$ cat config.mk
export PLATFORM = sky130hd
export DESIGN_NAME = psum_collector
export DESIGN_NICKNAME = d
export VERILOG_FILES = /design/src/rtl/psum_collector_pkg.sv /design/src/rtl/psum_fifo.sv /design/src/rtl/psum_collector.sv
export SDC_FILE = /design/constraint.sdc
export NUM_CORES = 1
export LEC_CHECK = 0
export CAP_MARGIN = 20
export CORE_MARGIN = 5
export CORE_UTILIZATION = 45
export CTS_BUF_LIST = sky130_fd_sc_hd__clkbuf_16
export CTS_CLUSTER_DIAMETER = 60
export CTS_CLUSTER_SIZE = 30
export DETAILED_ROUTE_END_ITERATION = 10
export PLACE_DENSITY = 0.66
export RECOVER_POWER = 25
export SYNTH_ARGS = -nofsm -noshare
export SYNTH_HDL_FRONTEND = slang
export SYNTH_SLANG_ARGS = --single-unit
$ cat constraint.sdc
create_clock -name clk -period 6.5 [get_ports clk]
set_input_delay 1.3 -clock clk [delete_from_list [all_inputs] [get_ports clk]]
set_output_delay 1.3 -clock clk [all_outputs]
set_load 0.05 [all_outputs]
$ cat src/rtl/psum_collector_pkg.sv
// rtl/psum_collector_pkg.sv - shared types, sizes and helpers for the psum collector
package psum_collector_pkg;

  localparam int PSUM_W        = 16;
  localparam int ADDR_W        = 8;
  localparam int L1_OFMAP_SIZE = 16;
  localparam int L2_OFMAP_SIZE = 8;
  localparam int L3_OFMAP_SIZE = 4;

  typedef enum logic [1:0] {MODE1, MODE2, MODE3, MODE4} OP_MODE;
  typedef enum logic [1:0] {STG_IDLE, STG_LOAD, CONV, STG_STORE} OP_STAGE;
  typedef enum logic [1:0] {IDLE, COLLECT, DRAIN, DONE} collect_state_t;

  typedef struct packed {
    logic              valid;
    logic [PSUM_W-1:0] psum;
    logic [1:0]        filter_idx;
  } PSUM_PACKET;

  // Last psum index of a pass; each index carries four filter results.
  function automatic logic [5:0] psum_idx_max(input OP_MODE mode);
    case (mode)
      MODE1, MODE2: return 6'(L1_OFMAP_SIZE - 1);
      MODE3:        return 6'(L2_OFMAP_SIZE - 1);
      default:      return 6'(L3_OFMAP_SIZE - 1);
    endcase
  endfunction

endpackage

$ cat src/rtl/psum_fifo.sv
// rtl/psum_fifo.sv - staging FIFO between psum accept and ofmap write
module psum_fifo #(
  parameter int DEPTH = 4,
  parameter int WIDTH = 24
) (
  input  logic             clk,
  input  logic             rst_n,
  input  logic             flush,
  input  logic             push,
  input  logic [WIDTH-1:0] push_data,
  input  logic             pop,
  output logic             full,
  output logic             empty,
  output logic             last,
  output logic [WIDTH-1:0] head_data
);

  localparam int AW = (DEPTH > 1) ? $clog2(DEPTH) : 1;
  localparam logic [AW-1:0] PTR_ONE  = AW'(1);
  localparam logic [AW:0]   CNT_ONE  = (AW + 1)'(1);
  localparam logic [AW:0]   CNT_FULL = (AW + 1)'(DEPTH);

  logic [WIDTH-1:0] mem [DEPTH];
  logic [AW-1:0]    wr_ptr;
  logic [AW-1:0]    rd_ptr;
  logic [AW:0]      count;
  logic             do_push;
  logic             do_pop;

  // A push into a full FIFO is legal when the head leaves in the same cycle.
  assign do_pop    = pop & ~empty;
  assign do_push   = push & (~full | do_pop);
  assign full      = (count == CNT_FULL);
  assign empty     = (count == '0);
  assign last      = (count == CNT_ONE);
  assign head_data = empty ? '0 : mem[rd_ptr];

  always_ff @(posedge clk) begin
    if (!rst_n || flush) begin
      wr_ptr <= '0;
      rd_ptr <= '0;
      count  <= '0;
    end else begin
      if (do_push) wr_ptr <= wr_ptr + PTR_ONE;
      if (do_pop)  rd_ptr <= rd_ptr + PTR_ONE;
      case ({do_push, do_pop})
        2'b10:   count <= count + CNT_ONE;
        2'b01:   count <= count - CNT_ONE;
        default: count <= count;
      endcase
    end
  end

  always_ff @(posedge clk) begin
    if (rst_n && !flush && do_push) mem[wr_ptr] <= push_data;
  end

endmodule

$ cat src/rtl/psum_collector.sv
// rtl/psum_collector.sv - collects last-row psums, applies ReLU and streams them to the ofmap buffer
module psum_collector
  import psum_collector_pkg::*;
#(
  parameter int FIFO_DEPTH = 4
) (
  input  logic              clk,
  input  logic              rst_n,
  input  PSUM_PACKET        psum_in,
  output logic              psum_ack,
  input  OP_MODE            mode_in,
  input  logic              change_mode,
  input  logic              conv_continue,
  input  OP_STAGE           op_stage_in,
  input  logic              relu_en,
  output logic              wr_valid,
  input  logic              wr_ready,
  output logic [ADDR_W-1:0] wr_addr,
  output logic [PSUM_W-1:0] wr_data,
  output logic              layer_done,
  output logic              seq_err
);

  localparam int ENTRY_W = ADDR_W + PSUM_W;

  collect_state_t     state;
  collect_state_t     state_nx;
  OP_MODE             cur_mode;
  logic [1:0]         exp_filter;
  logic [5:0]         exp_psum;
  logic               clear;
  logic               pop;
  logic               final_accept;
  logic               fifo_full;
  logic               fifo_empty;
  logic               fifo_last;
  logic [PSUM_W-1:0]  relu_psum;
  logic [ENTRY_W-1:0] push_entry;
  logic [ENTRY_W-1:0] head_entry;

  // A clear outranks every other event, so it also suppresses accept and pop.
  assign clear        = change_mode | conv_continue;
  assign pop          = wr_valid & wr_ready & ~clear;
  assign final_accept = psum_ack && (exp_filter == 2'd3) && (exp_psum == psum_idx_max(cur_mode));
  assign relu_psum    = (relu_en && psum_in.psum[PSUM_W-1]) ? '0 : psum_in.psum;
  assign push_entry   = {exp_psum, exp_filter, relu_psum};
  assign wr_valid     = ~fifo_empty;
  assign {wr_addr, wr_data} = head_entry;

  psum_fifo #(
    .DEPTH (FIFO_DEPTH),
    .WIDTH (ENTRY_W)
  ) u_fifo (
    .clk       (clk),
    .rst_n     (rst_n),
    .flush     (clear),
    .push      (psum_ack),
    .push_data (push_entry),
    .pop       (pop),
    .full      (fifo_full),
    .empty     (fifo_empty),
    .last      (fifo_last),
    .head_data (head_entry)
  );

  always_ff @(posedge clk) begin
    if (!rst_n) state <= IDLE;
    else        state <= state_nx;
  end

  // DRAIN completes on the cycle the final entry leaves, so DONE follows the last write directly.
  always_comb begin
    state_nx = state;
    if (clear) begin
      state_nx = IDLE;
    end else begin
      case (state)
        IDLE:    if (op_stage_in == CONV) state_nx = COLLECT;
        COLLECT: if (final_accept) state_nx = DRAIN;
        DRAIN:   if (fifo_empty || (fifo_last && pop)) state_nx = DONE;
        DONE:    state_nx = DONE;
        default: state_nx = IDLE;
      endcase
    end
  end

  always_comb begin
    psum_ack   = rst_n & ~clear & psum_in.valid & (state == COLLECT)
               & (op_stage_in == CONV) & ~fifo_full;
    layer_done = (state == DONE);
  end

  // Addresses come from the expected counters; a wrong incoming filter_idx only raises seq_err.
  always_ff @(posedge clk) begin
    if (!rst_n) begin
      cur_mode   <= MODE1;
      exp_filter <= '0;
      exp_psum   <= '0;
      seq_err    <= 1'b0;
    end else begin
      if (change_mode) cur_mode <= mode_in;
      if (clear) begin
        exp_filter <= '0;
        exp_psum   <= '0;
        seq_err    <= 1'b0;
      end else if (psum_ack) begin
        exp_filter <= exp_filter + 2'd1;
        if (exp_filter == 2'd3) exp_psum <= exp_psum + 6'd1;
        if (psum_in.filter_idx != exp_filter) seq_err <= 1'b1;
      end
    end
  end

endmodule
==> results.cfg <==
[status]
status = finished, final reports clean

[power]
power.switching_mw = 0.333
p_sw_share_pct = 18.4
intPower_mw = 1.47
clockPowerShare_pct = 52.7
power.density_mw_per_mm2 = 290
sequentialPowerShare_pct = 45.2
ir_drop_mv = 0.192
p_leak_nw = 2.08
combPwrFrac_pct = 2.0

[clocking]
cts.root.buffer_cell = clkbuf_16
clkLatencyLatePin_ps = 400
ctsResizeCount = 0
cts-buffers-inserted = 17
cts.path.max_buffers = 2
cts_setup_buffers = 0
cts_tree = built
cts.hold.buffers_added = 0
clkSlewWorstSetupHoldPaths_ps = 60
cts.sinks = 118
htreeDepth = 4

[floorplan]
ios = 57
core_area_mm2 = 0.0107
start_util_pct = 45.5
fp.dieW_um = 114
std_cell_rows = 38
die_h_um = 114
dieArea_mm2 = 0.0130

[job]
maxCapViolCount = 0

[finish]
diodes = 0
finish.utilization_pct = 58.1
final_nets = 405
final_layout_size_suffix_gt1_share_pct = 17.5
area_delta_synth_final_pct = 27.7

[yosys]
ys_ff_latch = 118
synth_edf_count = 96
syn-num-nets = 335
ys.warnings.count = 0
synth_area_leader_cell = edfxtp_1
syn_area_mm2 = 0.00487
synth_top_area_share_pct = 59.2
synth_top_flop_cell = edfxtp_1
synth-async-reset-ratio_pct = 0
yosysMostFrequentCell = edfxtp_1
syn_area_per_cell_um2 = 16.5
yosysSeqAreaShare_pct = 68.3
synth_common_cells = edfxtp_1, and2_1, mux4_2, dfxtp_1, nand2_1
synth_cells = 295
ys_types = 37
synth.area.top_cells = edfxtp_1, mux4_2, dfxtp_1

[worst_setup_path]
required_ps = 5200
critical_path_class = in -> out
crit_fanout = 8
startpoint = change_mode
path_cells = dlygate4sd3_1, nor3b_4, nand4_2, inv_2, clkdlybuf4s50_1
crit_arrival_ps = 3570
r2r-start = u_fifo.count[0]
critPathMaxStageDelay_ps = 830
crit_slowest_cell = clkdlybuf4s50_1
cp-start-kind = primary input
crit_path_end_kind = output port

[worst_hold_path]
min_from = seq_err
hold_path_class = reg -> reg

[sta]
worst_slew_pin_slew_ps = 901
fmax_ghz = 0.205
rsz0062_at_grt = no
fin_crit_ps = 4870
setup_tns_ps = 0
timing.final.max_slew_violations = 0
finalSetupViolCount = 0
finalCritPeriodShare_pct = 74.9
hold_viol_final = 0
skew_ps = 7.47
slew_headroom_pct = 40.0

[grt]
gr-max-usage-layer = met2
grtUsageMet2_pct = 24.8
grtUsageMet1_pct = 17.7
grt_pass1_wl_um = 14400
met3_usage_pct = 4.77
grtUsageTotal_pct = 14.6
antenna_found_initial = 0
grt_max_degree = 28
grt_pass1_vias = 2821
overflow = 0

[placed_design]
routabilityCongestion = 0.776
post-dp-hpwl_um = 5400
io_buffers = 56

[routing]
route.detailed.drc = 0
drt_wl_total_um = 8890
wl_per_cell_um = 17.2
ant_nets = 0
vias_per_cell = 5.14
vias = 2661
drt-pass1-iter-count = 4
drt_iter0_markers = 95
==> cells by family after synthesis <==
kind of cell / Yosys count / share of synthesized area, %
XOR/XNOR: 9 / 1.62
AO/OA/AOI/OAI: 22 / 2.83
adder cells (fa/ha/maj): 11 / 2.83
flip-flops: 118 / 68.3
AND/OR/NAND/NOR: 91 / 11.3
buffers and inverters: 17 / 1.39
multiplexers: 27 / 11.7
==> power by group through the flow <==
stage | clock, mW | sequential, mW | combinational, mW
after floorplan | 0 | 0.831 | 0.0143
after global placement | 0 | 0.832 | 0.0361
after detailed placement | 0 | 0.831 | 0.0372
after CTS | 0.967 | 0.816 | 0.0375
after global routing | 1.01 | 0.816 | 0.0398
final | 0.951 | 0.816 | 0.0365
==> final timing paths <==
check / slack [ps] / cells past startpoint / to
max: 1630 / 5 / psum_ack
min: 490 / 2 / seq_err
max reg2reg: 3900 / 7 / u_fifo.count[2]
min reg2reg: 490 / 2 / seq_err
==> cell usage in the layout (no fill, tap or decap), types with 4 or more instances in the layout <==
| cell type | Yosys | final |
|---|---|---|
| a21oi_1 | 6 | 6 |
| inv_1 | 6 | 7 |
| and2_0 | 0 | 7 |
| nor2_1 | 10 | 10 |
| o21ai_0 | 6 | 6 |
| ha_1 | 11 | 11 |
| edfxtp_1 | 96 | 96 |
| buf_4 | 0 | 5 |
| clkdlybuf4s50_1 | 0 | 54 |
| xor2_1 | 6 | 6 |
| clkbuf_16 | 0 | 17 |
| nand2_1 | 12 | 12 |
| and2_1 | 45 | 38 |
| dfxtp_1 | 22 | 21 |
| or3_1 | 4 | 4 |
| bufinv_16 | 0 | 4 |
| clkinv_2 | 0 | 4 |
| mux4_2 | 24 | 24 |
==> flip-flops by register name (all words and copies together) (netlist names), named ones only <==
signal         count
u_fifo.mem        96
u_fifo.rd_ptr      2
state              2
cur_mode           2
seq_err            1
exp_filter         2
u_fifo.count       3
exp_psum           6
u_fifo.wr_ptr      2
==> final cells by class <==
class | count | area, um2
tap | 140 | 175
multi-input combinational | 160 | 1480
timing repair buffer | 61 | 598
clock inverter | 15 | 188
inverter | 7 | 26.3
clock buffer | 17 | 425
fill | 861 | 4480
sequential | 118 | 3320
==> worst max-delay path: cells and delay by family <==
family,cells,cell delay (ps)
buf+inv,3,1650
simple gates,2,620
==> layer usage <==
metal  up-vias  wire length (um)  part of all wire [%]
met5         -                 0                     0
met4         0                69                  0.78
met3         8               393                   4.4
met2        58              4550                    51
met1      1328              3880                    44
li1       1267                 -                     -
==> through the flow <==
step	area [um2]	setup slack, ps	power, mW	std cells	hold slack, ps
floorplan	4870	3110	0.846	295	479
global placement	5600	1760	0.868	486	485
detailed placement	5600	1700	0.869	486	478
CTS	6210	1700	1.82	518	491
global route	6210	1520	1.86	518	518
finish	6210	1630	1.80	518	489
Power figures use the tool's default switching activity.
